[config.mk]
export PLATFORM = sky130hd
export DESIGN_NAME = systolic_drain
export DESIGN_NICKNAME = d
export VERILOG_FILES = /design/src/rtl/systolic_drain.sv
export SDC_FILE = /design/constraint.sdc
export NUM_CORES = 1
export LEC_CHECK = 0
export CORE_UTILIZATION = 40
export DETAILED_ROUTE_END_ITERATION = 8
export HOLD_SLACK_MARGIN = 0.06
export PLACE_DENSITY = 0.79
export SLEW_MARGIN = 0
export SYNTH_ARGS = -nofsm -noshare
export SYNTH_HDL_FRONTEND = slang
export SYNTH_SLANG_ARGS = --single-unit
[constraint.sdc]
create_clock -name clk_i -period 10 [get_ports clk_i]
set_input_delay 1 -clock clk_i [delete_from_list [all_inputs] [get_ports clk_i]]
set_output_delay 1 -clock clk_i [all_outputs]
set_load 0.02 [all_outputs]
[src/rtl/systolic_drain.sv]
// Drains a captured systolic_array result tile one element per beat, row-major,
// so the array can begin its next tile while this one streams out.
module systolic_drain #(
    parameter int width_p        = 32,
    parameter int array_width_p  = 2,
    parameter int array_height_p = 2,
    parameter int idx_width_p    = (array_width_p > 1) ? $clog2(array_width_p) : 1
) (
    input  logic                                            clk_i,
    input  logic                                            reset_i,
    input  logic [width_p*array_width_p*array_height_p-1:0] z_i,
    input  logic [array_width_p*array_height_p-1:0]         z_valid_i,
    output logic [array_width_p*array_height_p-1:0]         z_yumi_o,
    output logic [width_p-1:0]                              data_o,
    output logic [idx_width_p-1:0]                          row_o,
    output logic [idx_width_p-1:0]                          col_o,
    output logic                                            last_o,
    output logic                                            valid_o,
    input  logic                                            ready_i
);
    localparam int N  = array_width_p * array_height_p;
    localparam int PW = (N > 1) ? $clog2(N) : 1;
    localparam logic [idx_width_p-1:0] COL_LAST = idx_width_p'(array_width_p - 1);
    localparam logic [idx_width_p-1:0] ROW_LAST = idx_width_p'(array_height_p - 1);

    if (array_width_p != array_height_p) begin : g_shape_chk
        $error("systolic_drain: array_width_p must equal array_height_p");
    end

    typedef enum logic {IDLE, STREAM} state_e;

    state_e                      state_q, state_d;
    logic [idx_width_p-1:0]      row_q, row_d;
    logic [idx_width_p-1:0]      col_q, col_d;
    logic [N-1:0][width_p-1:0]   buf_q;
    logic                        capture;
    logic                        last;
    logic [PW-1:0]               sel;

    always_comb begin
        capture = reset_i && (state_q == IDLE) && (&z_valid_i);
        last    = (state_q == STREAM) && (row_q == ROW_LAST) && (col_q == COL_LAST);
        // Grid is column-major on the bus: p = r + c*W.
        sel     = PW'(int'(row_q) + int'(col_q) * array_width_p);
        state_d = state_q;
        row_d   = row_q;
        col_d   = col_q;
        case (state_q)
            IDLE: begin
                if (&z_valid_i) begin
                    state_d = STREAM;
                    row_d   = '0;
                    col_d   = '0;
                end
            end
            STREAM: begin
                if (ready_i) begin
                    if (last) begin
                        state_d = IDLE;
                        row_d   = '0;
                        col_d   = '0;
                    end else if (col_q == COL_LAST) begin
                        col_d = '0;
                        row_d = row_q + 1'b1;
                    end else begin
                        col_d = col_q + 1'b1;
                    end
                end
            end
            default: state_d = IDLE;
        endcase
    end

    // Buffer has no reset: it is only observed after a capture.
    always_ff @(posedge clk_i) begin
        if (!reset_i) begin
            state_q <= IDLE;
            row_q   <= '0;
            col_q   <= '0;
        end else begin
            state_q <= state_d;
            row_q   <= row_d;
            col_q   <= col_d;
            if (capture) buf_q <= z_i;
        end
    end

    assign z_yumi_o = {N{capture}};
    assign valid_o  = (state_q == STREAM);
    assign last_o   = last;
    assign row_o    = row_q;
    assign col_o    = col_q;
    assign data_o   = valid_o ? buf_q[sel] : '0;

endmodule

## Yosys cells after proc, flatten, opt, wreduce, memory -nomap -nowiden

Cells that the tools add are included.
Widths: inputs -> output; s select.

- Add/sub/neg operators: 3
- Multiply operators: 0
- Div/mod/pow operators: 0
- Magnitude comparators: 1
- Equal/unequal tests: 3
- Shift operators: 0
- Mux-type cells: 16
- Bitwise gates (word level): 1
- Reductions and logical operators: 8

Operator list:

| operator | number |
|---|---|
| $bmux 32 s2 | 1 |
| $mux 32 | 2 |
| $mux 1 | 10 |
| $pmux 1 s2 | 3 |
| $logic_and 1x1->1 | 4 |
| $reduce_and 2->1 | 2 |
| $reduce_and 4->1 | 1 |
| $lt 2x3->1 const B | 1 |
| $ne 3x2->1 const B | 1 |
| $reduce_and 3->1 | 1 |
| $add 1x1->1 const B | 2 |
| $add 1x2->2 | 1 |
| $ne 2x1->1 const B | 1 |
| $ne 2x2->1 const B | 1 |
| $not 1->1 | 1 |

- Bits in registers: 131
- Bits in latches: 0
- Bits in writable memories: 0
- Bits in read-only memories: 0
- Input port bits: 135
- Memories: 0

## Depth between registers and ports, before layout

- Depth in word-level cells: 5
- Depth in mapped cells: 4
- Depth with buffers taken out: 2

## Worst setup path after synthesis

No wires, ideal clock.

- Path type: input -> register
- From: input port z_valid_i[2]
- To: register buf_q[0] (netlist name), enable pin
- Setup time: 773 ps
- Arrival time: 9784 ps
- Data required time: 9227 ps
- Path slack: -557 ps
- Stages: 2
- Buffers on the path: 0
- Path through: nand4_1 -> nor3_1

- Longest elaborated chain between the ends: 3

Ends and longest elaborated chain:

| what | RTL line | RTL |
|---|---|---|
| from (decl) | 12 | `input logic [array_width_p*array_height_p-1:0] z_valid_i,` |
| $reduce_and 4->1 | 41 | `capture = reset_i && (state_q == IDLE) && (&z_valid_i);` |
| $logic_and 1x1->1 | 41 |  |
| $reduce_and 2->1 (no source line) | n/a |  |
| to (signal assigned) | 84 | `if (capture) buf_q <= z_i;` |
| to (decl) | 35 | `logic [N-1:0][width_p-1:0] buf_q;` |

No other way between the ends.
A chain may end at the register's enable or synchronous reset.

## Worst setup path after layout

- From: input port z_valid_i[3]
- To: output port z_yumi_o[0]

- Longest elaborated chain between the ends: 2

Ends and longest elaborated chain:

| what | RTL line | RTL |
|---|---|---|
| $reduce_and 4->1 | 41 |  |
| $logic_and 1x1->1 | 41 |  |
| to (decl) | 13 | `output logic [array_width_p*array_height_p-1:0] z_yumi_o,` |

No other way between the ends.

==> results by group <==
STA
  – Actual slew at the worst max-slew pin: 0.9863 ns
  – Setup TNS: 0 ns
  – Slew HR: 0.3425
  – RSZ-0062 raised after global routing: no
  – Peak Freq: 265.7 MHz
  – Fin. Hold Viols: 0
  – Setup violations, final: 0
  – Slew Limit Fails: 0
  – Setup Skew: 0.005992 ns
  – Minimum clock period after layout: 3.764 ns
  – Period utilization: 0.3764

Detailed routing
  – Vias: 2831
  – Antenna-violating nets left: 0
  – Drt pass-1 iters: 4
  – Iteration-0 DRC Markers: 214
  – Residual DRC: 0
  – Post-Route WL: 10130 µm
  – Wire length per cell: 17.23 µm
  – DR vias/cell: 4.815

Floorplanning
  – Die Footprint: 0.01314 mm²
  – Die H: 114.6 µm
  – IO Pins: 175
  – DIE WIDTH: 114.6 µm
  – Initial core utilization: 0.4171
  – Core area: 0.01216 mm²
  – Rows: 40

Global route
  – Antenna violations before repair: 0
  – Grt ovf: 0
  – First-pass GRT wire length: 15600 µm
  – All-Layer GR Usage: 0.1665
  – Vias in the first global route: 3104
  – Largest net degree at the start of global routing: 81

Min path
  – Worst min path class: flip-flop to flip-flop
  – Worst hold path startpoint: valid_o

Clock network
  – Sink Count: 131
  – Inserted Clock Buffers: 17
  – CTS tree: built
  – Reg clk slew, reported paths: 0.05 ns
  – Post-CTS Resized: 0
  – CTS H-tree depth: 4
  – Worst-skew pair later-pin latency: 0.41 ns
  – Clock Tree Root: clkbuf_16
  – Hold_buf cts: 0
  – Clock Tree Buf Depth: 2
  – # Post-CTS Setup Buffers: 0

Synth
  – Synth warn: 0
  – Synth top area share: 0.7578
  – Synth cell types: 23
  – Syn Area/Cell: 22.44 µm²
  – Syn_nets: 361
  – Seq/Total Area, Yosys: 0.7696
  – Biggest area consumer among synthesized cells: edfxtp_1
  – Synth Instances: 226
  – Largest cells by area after synthesis: edfxtp_1, mux4_2, and2_1
  – Mapped Area: 0.005072 mm²
  – Synth Register Bits: 131

Cells and area
  – Area grow syn2layout: 48.15%
  – FILL cells: 892
  – # diodes: 0
  – Final Core Density: 0.6179
  – Final Cell Area: 0.007515 mm²
  – Fin nets: 542
  – Reg area: 0.003906 mm²
  – Layout cells sized above 1: 0.1452
  – Multi-input gate area: 0.001042 mm²

Critical path
  – Critical path fanouts, max: 4
  – Crit start category: input port
  – Reg-to-reg startpoint: valid_o
  – CP startpoint: z_valid_i[3]
  – Critical Path RT: 9.00 ns
  – Crit path kind: input port to output port
  – Crit end category: output port
  – CP arrival: 2.76 ns

Power and ir drop
  – Power per cell area: 172.3 mW/mm²
  – Peak supply drop: 0.0001089 V
  – Overall Power: 1294 µW
  – Static Leakage: 0.002432 µW

Place
  – Final HPWL DP: 6652 µm
  – Port Buffers: 174
  – Dpl cell area: 0.006938 mm²
  – Routability Congestion: 0.6937

Run
  – MaxCap Viol Count: 0

Status
  – Outcome: finished clean
-- power by group --
group	leakage [µW]	switching, µW	total [µW]	internal (µW)
clock network	0.000266	216	605	388
registers	0.00118	2.81	613	610
logic	0.000985	21.1	77.0	56.0
total	0.00243	240	1290	1050
-- routing by layer --
metal / part of all wire / vias to the layer above / GRT usage
li1: - / 1288 / -
met1: 0.38 / 1420 / 0.1796
met2: 0.54 / 116 / 0.2929
met3: 0.073 / 7 / 0.06617
met4: 0.0088 / 0 / 0.06494
met5: 0 / - / 0
-- synthesized netlist by cell type --
cell      instances
buf_6             1
a31oi_1           1
nand2b_1          1
buf_4             4
nor3_1            2
a221oi_1          1
and3_1            1
buf_2             3
clkbuf_1          5
mux4_1            4
edfxtp_1        128
buf_8             1
a21bo_2           1
a311oi_1          2
dfxtp_1           3
a21oi_1           1
nand4b_1          1
a41o_1            1
buf_12            2
nand4_1           1
mux4_2           28
and2_1           32
inv_1             2
-- registers in the layout, indices dropped and copies added (netlist names) --
signal   flops
buf_q      128
valid_o      1
col_o        1
row_o        1
-- cell families (layout without fill, tap and decap cells) --
| family | Yosys count | count (layout) | synth area share |
|---|---|---|---|
| compound gates | 7 | 7 | 0.01135 |
| simple gates | 38 | 38 | 0.04687 |
| buf+inv | 18 | 212 | 0.02713 |
| flops | 131 | 131 | 0.7696 |
| mux | 32 | 32 | 0.1450 |
-- placed cells by master, fill, tap and decap left out, types with 2 or more instances in the layout --
cell / instances
clkbuf_16: 17
mux4_2: 28
clkinvlp_4: 4
clkbuf_1: 4
bufinv_16: 3
and2_1: 32
inv_1: 2
mux4_1: 4
clkinv_1: 3
a311oi_1: 2
edfxtp_1: 128
clkdlybuf4s50_1: 174
buf_4: 4
dfxtp_2: 2
-- worst max-delay path, stage by stage --
cell             delay [ns]
clkdlybuf4s50_1        0.49
nand4_1                0.20
nor3_1                 0.38
clkdlybuf4s50_1        0.69
-- final cells by class --
| class | count | area share |
|---|---|---|
| flip-flops and latches | 131 | 0.5198 |
| repair buffers | 178 | 0.2358 |
| multi-input cells | 77 | 0.1387 |
| clock buffers | 21 | 0.05861 |
| well taps | 168 | 0.02797 |
| clock inverters | 11 | 0.01815 |
| inverters | 2 | 0.0009990 |
-- path summary, 6_finish.rpt --
kind	depth (start not counted)	slack [ns]	endpoint
min reg2reg	3	0.78	valid_o
max	4	6.24	z_yumi_o[0]
min	3	0.78	valid_o
max reg2reg	4	7.37	buf_q[8]
-- stage by stage --
stage	hold slack, ns	setup WS [ns]	cells
after floorplan	0.6138	3.353	226
after global placement	0.7778	6.315	556
after detailed placement	0.7871	6.212	556
after CTS	0.7926	6.198	588
after global routing	0.8416	6.124	588
final	0.7787	6.236	588
Note: power is estimated with default switching activity, not from simulation.
